[src/rtl/seq_packet_unpacker_if.sv]
// Sequence packet bus as seen by the unpacker: packet input side (i_*), sequence
// output side (o_*). The master modport is the environment driving packets and sinking beats.
`timescale 1ns/1ps
interface seq_packet_unpacker_if #(
  parameter int CNT_BITS        = 16,
  parameter int SEQ_PACKET_SIZE = 4,
  parameter int SEQ_LL_BITS     = 8,
  parameter int SEQ_ML_BITS     = 8,
  parameter int SEQ_OFFSET_BITS = 16
);
  logic                                     i_valid;
  logic [SEQ_PACKET_SIZE-1:0]               i_mask;
  logic [SEQ_LL_BITS*SEQ_PACKET_SIZE-1:0]   i_ll;
  logic [SEQ_ML_BITS*SEQ_PACKET_SIZE-1:0]   i_ml;
  logic [SEQ_OFFSET_BITS*SEQ_PACKET_SIZE-1:0] i_offset;
  logic [SEQ_ML_BITS-1:0]                   i_overlap;
  logic                                     i_eoj;
  logic                                     i_delim;
  logic                                     i_ready;

  logic                                     o_valid;
  logic [SEQ_LL_BITS-1:0]                   o_ll;
  logic [SEQ_ML_BITS-1:0]                   o_ml;
  logic [SEQ_OFFSET_BITS-1:0]               o_offset;
  logic                                     o_null;
  logic                                     o_last;
  logic [SEQ_ML_BITS-1:0]                   o_overlap;
  logic                                     o_eoj;
  logic                                     o_delim;
  logic [CNT_BITS-1:0]                      o_job_seq_cnt;
  logic                                     o_ready;

  modport master (
    output i_valid, i_mask, i_ll, i_ml, i_offset, i_overlap, i_eoj, i_delim, o_ready,
    input  i_ready, o_valid, o_ll, o_ml, o_offset, o_null, o_last, o_overlap,
           o_eoj, o_delim, o_job_seq_cnt
  );

  modport slave (
    input  i_valid, i_mask, i_ll, i_ml, i_offset, i_overlap, i_eoj, i_delim, o_ready,
    output i_ready, o_valid, o_ll, o_ml, o_offset, o_null, o_last, o_overlap,
           o_eoj, o_delim, o_job_seq_cnt
  );
endinterface

[src/rtl/seq_packet_unpacker.sv]
// Sink of the sequence packet bus: buffers one multi-lane packet and emits its
// lanes one per beat in ascending order, tracking the per-job sequence count.
`timescale 1ns/1ps
module seq_packet_unpacker #(
  parameter int CNT_BITS        = 16,
  parameter int SEQ_PACKET_SIZE = 4,
  parameter int SEQ_LL_BITS     = 8,
  parameter int SEQ_ML_BITS     = 8,
  parameter int SEQ_OFFSET_BITS = 16
) (
  input  logic                 clk,
  input  logic                 rst_n,
  seq_packet_unpacker_if.slave bus
);
  localparam int P    = SEQ_PACKET_SIZE;
  localparam int LLW  = SEQ_LL_BITS;
  localparam int MLW  = SEQ_ML_BITS;
  localparam int OFFW = SEQ_OFFSET_BITS;

  localparam logic [0:0] EMPTY = 1'b0;
  localparam logic [0:0] DRAIN = 1'b1;

  logic [0:0]          state_q, state_d;
  logic [P-1:0]        rem_q, rem_d;
  logic [CNT_BITS-1:0] cnt_q, cnt_d;

  logic [LLW*P-1:0]    llBuf_q;
  logic [MLW*P-1:0]    mlBuf_q;
  logic [OFFW*P-1:0]   offBuf_q;
  logic [MLW-1:0]      overlap_q;
  logic                eoj_q;
  logic                delim_q;
  logic                null_q;

  logic [P-1:0]        laneSel;
  logic [LLW-1:0]      laneLl;
  logic [MLW-1:0]      laneMl;
  logic [OFFW-1:0]     laneOff;
  logic                multiBits;
  logic                isLast;
  logic                outValid;
  logic                take;
  logic                nonNull;
  logic                accept;
  logic                skipPkt;
  logic                loadPkt;

  // Lowest set bit of rem wins: the descending scan leaves the lowest lane last.
  always_comb begin
    laneSel = '0;
    laneLl  = '0;
    laneMl  = '0;
    laneOff = '0;
    for (int k = P-1; k >= 0; k--) begin
      if (rem_q[k]) begin
        laneSel    = '0;
        laneSel[k] = 1'b1;
        laneLl     = llBuf_q[k*LLW +: LLW];
        laneMl     = mlBuf_q[k*MLW +: MLW];
        laneOff    = offBuf_q[k*OFFW +: OFFW];
      end
    end
  end

  assign multiBits = |(rem_q & (rem_q - P'(1)));
  assign isLast    = null_q || !multiBits;
  assign outValid  = rst_n && (state_q == DRAIN);
  assign take      = outValid && bus.o_ready;
  assign nonNull   = outValid && !null_q;

  // Refill in the same cycle the last beat leaves, so single-lane packets stream.
  assign bus.i_ready = rst_n && ((state_q == EMPTY) || (take && isLast));
  assign accept      = bus.i_valid && bus.i_ready;
  assign skipPkt     = (bus.i_mask == '0) && !bus.i_eoj && !bus.i_delim;
  assign loadPkt     = accept && !skipPkt;

  always_comb begin
    state_d = state_q;
    rem_d   = rem_q;
    cnt_d   = cnt_q;
    if (take) begin
      rem_d = rem_q & ~laneSel;
      if (isLast && eoj_q) begin
        cnt_d = '0;
      end else if (!null_q) begin
        cnt_d = cnt_q + CNT_BITS'(1);
      end
      if (isLast) begin
        state_d = EMPTY;
      end
    end
    if (accept) begin
      rem_d   = bus.i_mask;
      state_d = skipPkt ? EMPTY : DRAIN;
    end
  end

  always_ff @(posedge clk) begin
    if (!rst_n) begin
      state_q <= EMPTY;
      rem_q   <= '0;
      cnt_q   <= '0;
    end else begin
      state_q <= state_d;
      rem_q   <= rem_d;
      cnt_q   <= cnt_d;
    end
  end

  always_ff @(posedge clk) begin
    if (!rst_n) begin
      llBuf_q   <= '0;
      mlBuf_q   <= '0;
      offBuf_q  <= '0;
      overlap_q <= '0;
      eoj_q     <= 1'b0;
      delim_q   <= 1'b0;
      null_q    <= 1'b0;
    end else if (loadPkt) begin
      llBuf_q   <= bus.i_ll;
      mlBuf_q   <= bus.i_ml;
      offBuf_q  <= bus.i_offset;
      overlap_q <= bus.i_overlap;
      eoj_q     <= bus.i_eoj;
      delim_q   <= bus.i_delim;
      null_q    <= (bus.i_mask == '0);
    end
  end

  // Packet-level flags only appear on the final beat; lane data is zero on null beats.
  assign bus.o_valid       = outValid;
  assign bus.o_ll          = nonNull ? laneLl  : '0;
  assign bus.o_ml          = nonNull ? laneMl  : '0;
  assign bus.o_offset      = nonNull ? laneOff : '0;
  assign bus.o_null        = outValid && null_q;
  assign bus.o_last        = outValid && isLast;
  assign bus.o_overlap     = (outValid && isLast) ? overlap_q : '0;
  assign bus.o_eoj         = outValid && isLast && eoj_q;
  assign bus.o_delim       = outValid && isLast && delim_q;
  assign bus.o_job_seq_cnt = cnt_q + CNT_BITS'(nonNull);
endmodule

[src/flat_wrapper.sv]
// flat-port wrapper written by rule: the top's interface ports become plain ports
module seq_packet_unpacker_flat 
#(
  parameter int CNT_BITS        = 16,
  parameter int SEQ_PACKET_SIZE = 4,
  parameter int SEQ_LL_BITS     = 8,
  parameter int SEQ_ML_BITS     = 8,
  parameter int SEQ_OFFSET_BITS = 16
)
  (clk, rst_n, bus_i_valid, bus_i_mask, bus_i_ll, bus_i_ml, bus_i_offset, bus_i_overlap, bus_i_eoj, bus_i_delim, bus_o_ready, bus_i_ready, bus_o_valid, bus_o_ll, bus_o_ml, bus_o_offset, bus_o_null, bus_o_last, bus_o_overlap, bus_o_eoj, bus_o_delim, bus_o_job_seq_cnt);
  seq_packet_unpacker_if #(.CNT_BITS(CNT_BITS), .SEQ_PACKET_SIZE(SEQ_PACKET_SIZE), .SEQ_LL_BITS(SEQ_LL_BITS), .SEQ_ML_BITS(SEQ_ML_BITS), .SEQ_OFFSET_BITS(SEQ_OFFSET_BITS)) bus_i ();
  input  logic clk;
  input  logic rst_n;
  input wire logic [$bits(bus_i.i_valid)-1:0] bus_i_valid;
  input wire logic [$bits(bus_i.i_mask)-1:0] bus_i_mask;
  input wire logic [$bits(bus_i.i_ll)-1:0] bus_i_ll;
  input wire logic [$bits(bus_i.i_ml)-1:0] bus_i_ml;
  input wire logic [$bits(bus_i.i_offset)-1:0] bus_i_offset;
  input wire logic [$bits(bus_i.i_overlap)-1:0] bus_i_overlap;
  input wire logic [$bits(bus_i.i_eoj)-1:0] bus_i_eoj;
  input wire logic [$bits(bus_i.i_delim)-1:0] bus_i_delim;
  input wire logic [$bits(bus_i.o_ready)-1:0] bus_o_ready;
  output wire logic [$bits(bus_i.i_ready)-1:0] bus_i_ready;
  output wire logic [$bits(bus_i.o_valid)-1:0] bus_o_valid;
  output wire logic [$bits(bus_i.o_ll)-1:0] bus_o_ll;
  output wire logic [$bits(bus_i.o_ml)-1:0] bus_o_ml;
  output wire logic [$bits(bus_i.o_offset)-1:0] bus_o_offset;
  output wire logic [$bits(bus_i.o_null)-1:0] bus_o_null;
  output wire logic [$bits(bus_i.o_last)-1:0] bus_o_last;
  output wire logic [$bits(bus_i.o_overlap)-1:0] bus_o_overlap;
  output wire logic [$bits(bus_i.o_eoj)-1:0] bus_o_eoj;
  output wire logic [$bits(bus_i.o_delim)-1:0] bus_o_delim;
  output wire logic [$bits(bus_i.o_job_seq_cnt)-1:0] bus_o_job_seq_cnt;
  assign bus_i.i_valid = bus_i_valid;
  assign bus_i.i_mask = bus_i_mask;
  assign bus_i.i_ll = bus_i_ll;
  assign bus_i.i_ml = bus_i_ml;
  assign bus_i.i_offset = bus_i_offset;
  assign bus_i.i_overlap = bus_i_overlap;
  assign bus_i.i_eoj = bus_i_eoj;
  assign bus_i.i_delim = bus_i_delim;
  assign bus_i.o_ready = bus_o_ready;
  assign bus_i_ready = bus_i.i_ready;
  assign bus_o_valid = bus_i.o_valid;
  assign bus_o_ll = bus_i.o_ll;
  assign bus_o_ml = bus_i.o_ml;
  assign bus_o_offset = bus_i.o_offset;
  assign bus_o_null = bus_i.o_null;
  assign bus_o_last = bus_i.o_last;
  assign bus_o_overlap = bus_i.o_overlap;
  assign bus_o_eoj = bus_i.o_eoj;
  assign bus_o_delim = bus_i.o_delim;
  assign bus_o_job_seq_cnt = bus_i.o_job_seq_cnt;
  seq_packet_unpacker #(.CNT_BITS(CNT_BITS), .SEQ_PACKET_SIZE(SEQ_PACKET_SIZE), .SEQ_LL_BITS(SEQ_LL_BITS), .SEQ_ML_BITS(SEQ_ML_BITS), .SEQ_OFFSET_BITS(SEQ_OFFSET_BITS)) u_core (.clk(clk), .rst_n(rst_n), .bus(bus_i));
endmodule
[config.mk]
export PLATFORM = sky130hd
export DESIGN_NAME = seq_packet_unpacker_flat
export DESIGN_NICKNAME = d
export VERILOG_FILES = /design/src/rtl/seq_packet_unpacker_if.sv /design/src/rtl/seq_packet_unpacker.sv /design/src/flat_wrapper.sv
export SDC_FILE = /design/constraint.sdc
export NUM_CORES = 1
export LEC_CHECK = 0
export CAP_MARGIN = 40
export CORE_MARGIN = 2
export CORE_UTILIZATION = 49
export DETAILED_ROUTE_END_ITERATION = 8
export GPL_TIMING_DRIVEN = 0
export PLACE_DENSITY = 0.88
export SLEW_MARGIN = 20
export SYNTH_ARGS = -nofsm -noshare
export SYNTH_HDL_FRONTEND = slang
export SYNTH_SLANG_ARGS = --single-unit
[constraint.sdc]
create_clock -name clk -period 3.65 [get_ports clk]
set_input_delay 0.365 -clock clk [delete_from_list [all_inputs] [get_ports clk]]
set_output_delay 0.365 -clock clk [all_outputs]
set_load 0.005 [all_outputs]
==> flow_summary.ini <==
[logic_synthesis]
async_reset_ff_share_pct = 0
synth_top_area_share_pct = 40.6
synthTopCellsByCount = 196 x nand2_1, 160 x dfxtp_1, 143 x inv_1, 138 x mux2i_1, 39 x nor2_1
syn_nets = 1108
synthTopCellsByArea = dfxtp_1 41%, mux2i_1 18%, nand2_1 9.3%
synth_area_um2 = 7880
synth_most_common_cell = nand2_1
synth_edf_count = 0
synth_seq_cells = 160
synth_area_per_cell_um2 = 8.22
ys_warn_count = 0
netlist_instances = 959
synth_ff_type = dfxtp_1
synth_top_area_cell = dfxtp_1
synth_cell_types = 46
seq_area_frac_synth_pct = 40.6

[worst_setup_path]
cp_top_family = buffers and inverters
cp_num_cells = 8
ff2ff_setup_slack_ps = 1620
r2r_cells = 5
endpoint = bus_o_offset[13]
cpPeakStageDelay_ps = 540
cp_max_fo = 10
worstSetupStartpoint = u_core.rem_q[1]
crit_buf_inv = 4
critPathKind = register to output pin
r2r_end = u_core.rem_q[2]
critPathSlowestCell = clkbuf_1
required_ps = 3280
r2r-start = u_core.rem_q[2]
worstSetupEndpointType = output pin
path_cells = buf_2 -> or2_2 -> clkbuf_1 -> clkbuf_1 -> a21oi_1 -> o21ai_0 -> o2111a_1 -> clkdlybuf4s50_1
worstPathArrival_ps = 3080
crit_top_cell = clkbuf_1
start_kind = register

[detailed_routing]
wl_um = 23500
drc = 0
num_vias = 7442
first_pass_iters = 5
drt-wirelength-per-cell_um = 16.6
antenna_left = 0
drt_iter0_drc = 577
viasPerCell = 5.26

[cts]
cts-root-buf = clkbuf_16
clock_latency_ps = 430
clk_pin_slew_ps = 60
cts_buffers = 17
cts_tree = built
cts_buffer_depth = 2
htreeDepth = 4
cts_hold_buf = 0
cts.sinks = 160

[pwr]
leakage_nw = 5.24
vdd_drop_max_mv = 0.343
p_per_area_nw_per_um2 = 410

[timing]
finClkSkew_ps = 7.77
max_freq_ghz = 0.290
worst_slew_pin_slew_ps = 658
finalSetupViolations = 0
slew_headroom_pct = 56.1
drv_slew = 0
timing.hold.ws_ps = 429
hold_violations = 0
rsz0062_at_grt = false
finalSetupTns_ps = 0
period_share_pct = 94.4
final.min_clock_period_ps = 3440

[final_layout]
area_delta_synth_final_pct = 37.9
n_antenna_cell = 0
drive_above_1_share_pct = 5.68
fin_nets = 1334
instances_no_fill = 1414
post-route-util_pct = 68.7

[floorplan]
die_height_um = 131
rows = 46
dieArea_um2 = 17100
io_pins = 208
initial_utilization_pct = 49.8
coreArea_um2 = 15800
die_w_um = 131

[placed_design]
io_buffers = 207
gp_congestion = 0.904
dpl.cell_count = 1382
dp_hpwl_um = 17400

[outcome]
status = finished clean

[global_route]
grt_max_degree = 17
grt_pass1_vias = 7290
grt.total_usage_pct = 27.3
grt-ovfl-total = 0
antenna_found_initial = 0
grt_pass1_wl_um = 36000

[hold_path]
hold_class = input pin to register

[flow_run]
max_cap_violations = 0
==> stage by stage <==
step           setup WS (ps)  area [µm²]  total power, W
2_1_floorplan            903        7880         0.00229
3_3_place_gp            -769       10200         0.00256
3_5_place_dp            -804       10200         0.00258
4_1_cts                 53.0       10900         0.00445
5_1_grt                 30.8       10900         0.00460
6_report                 206       10900         0.00446
==> report_power, final <==
group / internal (W) / switching (W)
Clock: 0.00118 / 0.000715
Sequential: 0.00188 / 0.0000754
Combinational: 0.000321 / 0.000296
==> layout by cell type (no fill, tap or decap), drive strengths merged, types with 3 or more instances in the layout <==
cell type | synthesis | routed
clkdlybuf4s50 | 0 | 206
nand2 | 196 | 196
dfxtp | 160 | 160
inv | 143 | 143
mux2i | 138 | 138
clkbuf | 39 | 61
nor2 | 39 | 39
a21oi | 31 | 31
buf | 26 | 26
o21ai | 24 | 24
o22ai | 16 | 16
nor3 | 16 | 16
o2111a | 16 | 16
nand3 | 15 | 15
and3 | 13 | 13
xor2 | 12 | 12
a211oi | 11 | 11
or3 | 8 | 8
a221oi | 7 | 7
xnor2 | 6 | 6
nand4 | 5 | 5
clkinv | 1 | 5
o31ai | 4 | 4
or4 | 4 | 4
bufinv | 0 | 4
o211ai | 4 | 4
ha | 3 | 3
==> cells by family (layout without fill, tap and decap cells) <==
kind of cell | Yosys count | in the layout | synth area share [%]
flip-flops | 160 | 160 | 40.6
AO/OA/AOI/OAI | 122 | 122 | 10.7
adder cells (fa/ha/maj) | 4 | 4 | 0.619
AND/OR/NAND/NOR | 308 | 308 | 17.0
buffers and inverters | 209 | 448 | 11.5
multiplexers | 138 | 138 | 17.5
XOR/XNOR | 18 | 18 | 2.00
==> worst register-to-register path, delay by kind of cell (launching register included) <==
kind / cells / cell delay (ps)
buf+inv: 3 / 1240
compound gates: 2 / 420
flops: 1 / 310
==> registers in the layout, summed over array words and instances (netlist names), 4 cells and up <==
signal / flops
u_core.cnt_q: 16
u_core.mlBuf_q: 32
u_core.overlap_q: 8
u_core.offBuf_q: 64
u_core.llBuf_q: 32
u_core.rem_q: 4
==> layer usage <==
| layer | part of all wire, % | GRT usage [%] | vias up | routed length [µm] |
|---|---|---|---|---|
| li1 | - | - | 3600 | - |
| met1 | 42 | 33.5 | 3490 | 9900 |
| met2 | 48 | 45.9 | 285 | 11300 |
| met3 | 5.3 | 4.76 | 67 | 1260 |
| met4 | 4.5 | 14.6 | 0 | 1050 |
| met5 | 0 | 0 | - | 0 |
==> timing repair <==
item / CTS / global route
buffers inserted: 1 / 0
gates resized for setup: 5 / 3
endpoints found under the setup margin: 13 / 5
hold endpoints to repair: 0 / 0
pin swaps: 0 / 0
==> final cells by class <==
cell class / count / area (µm²)
Fill cell: 1206 / 4960
Tap cell: 216 / 270
Timing Repair Buffer: 208 / 2080
Clock inverter: 10 / 159
Multi-Input combinational cell: 590 / 3780
Clock buffer: 22 / 464
Inverter: 144 / 546
Buffer: 64 / 363
Sequential cell: 160 / 3200
==> worst min-delay path by stage <==
stage	start	endpoint	slack, ps	depth (start not counted)
floorplan	u_core.delim_q	u_core.delim_q	430	2
global route	u_core.offBuf_q[22]	u_core.offBuf_q[22]	480	2
detailed placement	u_core.overlap_q[2]	u_core.overlap_q[2]	450	2
finish	rst_n	u_core.rem_q[0]	430	3
CTS	u_core.overlap_q[2]	u_core.overlap_q[2]	460	2
global placement	u_core.overlap_q[3]	u_core.overlap_q[3]	440	2
Note: power is estimated with default switching activity, not from simulation.
==> edit 1, RTL diff (same flow settings) <==
`SEQ_OFFSET_BITS` is set to 16 in 3 places; all go to 32.
--- a/src/rtl/seq_packet_unpacker_if.sv
+++ b/src/rtl/seq_packet_unpacker_if.sv
@@ -6,7 +6,7 @@
   parameter int SEQ_PACKET_SIZE = 4,
   parameter int SEQ_LL_BITS     = 8,
   parameter int SEQ_ML_BITS     = 8,
-  parameter int SEQ_OFFSET_BITS = 16
+  parameter int SEQ_OFFSET_BITS = 32
 );
   logic                                     i_valid;
   logic [SEQ_PACKET_SIZE-1:0]               i_mask;
--- a/src/rtl/seq_packet_unpacker.sv
+++ b/src/rtl/seq_packet_unpacker.sv
@@ -6,7 +6,7 @@
   parameter int SEQ_PACKET_SIZE = 4,
   parameter int SEQ_LL_BITS     = 8,
   parameter int SEQ_ML_BITS     = 8,
-  parameter int SEQ_OFFSET_BITS = 16
+  parameter int SEQ_OFFSET_BITS = 32
 ) (
   input  logic                 clk,
   input  logic                 rst_n,
--- a/src/flat_wrapper.sv
+++ b/src/flat_wrapper.sv
@@ -5,7 +5,7 @@
   parameter int SEQ_PACKET_SIZE = 4,
   parameter int SEQ_LL_BITS     = 8,
   parameter int SEQ_ML_BITS     = 8,
-  parameter int SEQ_OFFSET_BITS = 16
+  parameter int SEQ_OFFSET_BITS = 32
 )
   (clk, rst_n, bus_i_valid, bus_i_mask, bus_i_ll, bus_i_ml, bus_i_offset, bus_i_overlap, bus_i_eoj, bus_i_delim, bus_o_ready, bus_i_ready, bus_o_valid, bus_o_ll, bus_o_ml, bus_o_offset, bus_o_null, bus_o_last, bus_o_overlap, bus_o_eoj, bus_o_delim, bus_o_job_seq_cnt);
   seq_packet_unpacker_if #(.CNT_BITS(CNT_BITS), .SEQ_PACKET_SIZE(SEQ_PACKET_SIZE), .SEQ_LL_BITS(SEQ_LL_BITS), .SEQ_ML_BITS(SEQ_ML_BITS), .SEQ_OFFSET_BITS(SEQ_OFFSET_BITS)) bus_i ();
Ports: changed (resized bus_i_offset and bus_o_offset); port bits go from 208 to 288. No check against the original RTL was run, so the function may have changed too.
==> edit 1 against the unedited design <==
- worst setup slack worse by 150 ps
- routed wire length increased by 48%
- global-route usage grew 1.4 points
- first-iteration DRC count up 26%
- total power rose by 35%
- design area increased by 36%
- register-to-register slack got worse by 30 ps
- critical path depth fell by 2
- sequential cell count grew 64
- sequential power grew 41%
- area after synthesis is 36% higher
- largest cell class unchanged
==> edit 1: results (changes against the unedited design) <==
[timing] worst-case hold slack 388 ps [-41.3 ps]
[clock_tree] Clock Latency Late Sink 520 ps [+90 ps]
[yosys] fraction of the mapped netlist area in compound gates 0.0967 [-0.0106]
[yosys] fraction of synthesized cell area in xor and xnor cells 0.0147 [-0.00531]
[place] routability congestion estimate from global placement 0.925 [+2.3%]
[clock_tree] number of buffers on the longest clock path 3 [+1]
[place] number of port buffers 287 [+39%]
[grt] met2 Resource Use GR 0.494 [+0.0358]
[clock_tree] number of CTS-inserted buffers 23 [+6]
[timing] Slew HR 0.530 [-0.0312]
[cells_and_area] area of all sequential standard cells 4480 um^2 [+40%]
[critical_path] Arrival @ worst endpoint 3230 ps [+150 ps]
[cells_and_area] clock buffer count in the final layout 30 [+36%]
[outcome] outcome finished, final reports clean
[power] Worst IR Drop VDD 281 uV [-18%]
[cells_and_area] count of multi-input combinational gates 775 [+31%]
[cells_and_area] footprint of the multi-input gates 4980 um^2 [+32%]
[hold_path] origin of the worst min-delay path bus_i_offset[30]
[yosys] biggest area contributors in the synthesized netlist sky130_fd_sc_hd__dfxtp_1 (42%), sky130_fd_sc_hd__mux2i_1 (19%), sky130_fd_sc_hd__nand2_1 (9.0%)
[critical_path] critical path's largest stage delay 590 ps [+50 ps]
[grt] global-route total usage across every layer 0.287 [+0.0137]
[cells_and_area] buffer count excluding the clock tree in the final layout 378 [+39%]
[clock_tree] clock net sink count 224 [+40%]
[critical_path] number of cell instances on the worst register-to-register path 6 [+1]
[routing] met1 WL 13,700 um [+39%]
[routing] mean routed wirelength per cell 18.2 um [+9.5%]
[timing] Final Skew 12.8 ps [+5.07 ps]
[power] power spent charging and discharging nets 1.52 mW [+40%]
[critical_path] worst reg2reg endpoint u_core.cnt_q[8]
[yosys] sequential-to-total area share from yosys stat 0.418 [+0.0116]
[grt] global-route wire length before repair 53,700 um [+49%]
## edit 1: cell types whose count changed after synthesis, sizes merged, moves of 9 or more
cell	change
nand2	+63
nor3	+24
o21ai	-9
clkbuf	+21
a211oi	+16
nor2	+11
mux2i	+62
o22ai	+24
dfxtp	+64
inv	+62
## edit 1: worst max path at each step
stage / start / to / slack, ps / cells after the start
global placement: rst_n / bus_o_job_seq_cnt[12] / -770 / 14
floorplan: rst_n / bus_o_job_seq_cnt[12] / 1020 / 12
detailed placement: rst_n / bus_o_job_seq_cnt[12] / -830 / 14
CTS: rst_n / bus_o_job_seq_cnt[12] / 10 / 14
finish: u_core.rem_q[1] / bus_o_offset[3] / 50 / 6
global route: u_core.rem_q[0] / bus_o_ll[1] / 10 / 7
## edit 1: repair_timing
action                                  CTS  global route
endpoints found under the setup margin   14             9
gates resized for setup                  11             5
setup buffers                             1             0
pin swaps                                 0             0
==> edit 2, RTL diff (same settings) <==
Without the edit above. Register the output `bus.o_job_seq_cnt`; this adds one clock of latency there.
--- a/src/rtl/seq_packet_unpacker.sv
+++ b/src/rtl/seq_packet_unpacker.sv
@@ -137,6 +137,8 @@
   assign bus.o_overlap     = (outValid && isLast) ? overlap_q : '0;
   assign bus.o_eoj         = outValid && isLast && eoj_q;
   assign bus.o_delim       = outValid && isLast && delim_q;
-  assign bus.o_job_seq_cnt = cnt_q + CNT_BITS'(nonNull);
+  always_ff @(posedge clk) begin
+    bus.o_job_seq_cnt <= cnt_q + CNT_BITS'(nonNull);
+  end
 endmodule
 
Formal check against the unedited RTL: not equivalent (a bounded check fails within 4 cycles, from zero or initial values and one cycle with rst_n low).
==> edit 2 against the unedited design <==
- combinational power fell by 2%
- clock skew fell by 0.50 ps
- hold slack improved by 30 ps
- non-clock buffer count fell by 2
- worst setup slack got worse by 64 ps
- total power rose by 4.8%
- largest cell class unchanged
- sequential cell count rose by 16
- maximum frequency fell by 1.8%
- design area rose by 2.2%
- via count rose by 0.35%
- area after synthesis rose by 3.1%
- routed wire length fell by 0.60%
==> edit 2: results (changes against the unedited design) <==
[routing] met1 WL 9970 um [+0.74%]
[timing] worst-case hold slack 459 ps [+30.1 ps]
[critical_path] master of the slowest instance on the critical path sky130_fd_sc_hd__clkdlybuf4s50_1
[yosys] multiplexer share of the synthesized area 0.170 [-0.00534]
[hold_path] origin of the worst min-delay path u_core.overlap_q[2]
[clock_tree] post-cts resize count 0 [-5]
[grt] global-route wire length before repair 37,400 um [+3.8%]
[yosys] fraction of the mapped netlist area in compound gates 0.105 [-0.00219]
[cells_and_area] count of multi-input combinational gates 576 [-2.4%]
[outcome] outcome finished, final reports clean
[cells_and_area] register share of the cell area 0.317 [+0.0222]
[critical_path] number of cell instances on the worst register-to-register path 12 [+7]
[power] Clock net power 1.94 mW [+3%]
[yosys] sequential-to-total area share from yosys stat 0.433 [+0.0270]
[place] routability congestion estimate from global placement 0.890 [-1.5%]
[routing] count of routing violations after the opening detailed-route iteration 588 [+1.9%]
[cells_and_area] relative area of non-clock buffer cells in the final design 0.218 [-0.00674]
[yosys] fraction of synthesized cell area in xor and xnor cells 0.0194 [-0.000610]
[timing] transition time at the pin with the least slew margin 708 ps [+50.0 ps]
[routing] metal2 WL 11,300 um [+0.27%]
[routing] Final Routed Wirelength 23,400 um [-0.60%]
[place] placed inst area 10,500 um^2 [+2.5%]
[hold_path] cell depth of the worst min-delay path 2 [-1]
[critical_path] register-to-register setup slack 330 ps [-1290 ps]
[cells_and_area] layout cells sized above 1 0.0518 [-0.00501]
[cells_and_area] layout filler cell count 1,293 [+7.2%]
[critical_path] Arrival @ worst endpoint 3140 ps [+60 ps]
[critical_path] critical path's largest stage delay 600 ps [+60 ps]
edit 2: cell types whose count changed in the layout (fill, tap and decap cells not counted), moves of 2 or more:
| cell | delta |
|---|---|
| sky130_fd_sc_hd__a211oi_1 | -7 |
| sky130_fd_sc_hd__a221oi_1 | +7 |
| sky130_fd_sc_hd__buf_1 | +2 |
| sky130_fd_sc_hd__buf_4 | +2 |
| sky130_fd_sc_hd__buf_6 | -2 |
| sky130_fd_sc_hd__clkbuf_1 | -4 |
| sky130_fd_sc_hd__clkbuf_8 | +4 |
| sky130_fd_sc_hd__dfxtp_1 | +17 |
| sky130_fd_sc_hd__nand2_1 | -7 |
| sky130_fd_sc_hd__nor2_1 | -7 |
edit 2: per-layer routing:
| metal | vias up | track usage |
|---|---|---|
| met5 | - | 0 |
| met4 | 0 | 0.112 |
| met3 | 47 | 0.0552 |
| met2 | 295 | 0.447 |
| met1 | 3518 | 0.336 |
| li1 | 3608 | - |
edit 2: worst max-delay path by stage:
| stage | end | slack, ps | cells after the start | start |
|---|---|---|---|---|
| after detailed placement | u_core.bus.o_job_seq_cnt[14] | -130 | 13 | rst_n |
| after global placement | u_core.bus.o_job_seq_cnt[8] | -90 | 13 | rst_n |
| after floorplan | u_core.bus.o_job_seq_cnt[12] | 1240 | 12 | u_core.state_q |
| final | bus_o_offset[14] | 140 | 8 | rst_n |
| after CTS | bus_o_offset[14] | 240 | 8 | rst_n |
| after global routing | u_core.bus.o_job_seq_cnt[14] | 20 | 13 | rst_n |
edit 2: tightest hold or removal path: cells and delay by family, from the launching register on:
family / cells / cell delay, ps
and+or+nand+nor: 1 / 50
DFF: 1 / 310
muxes: 1 / 60
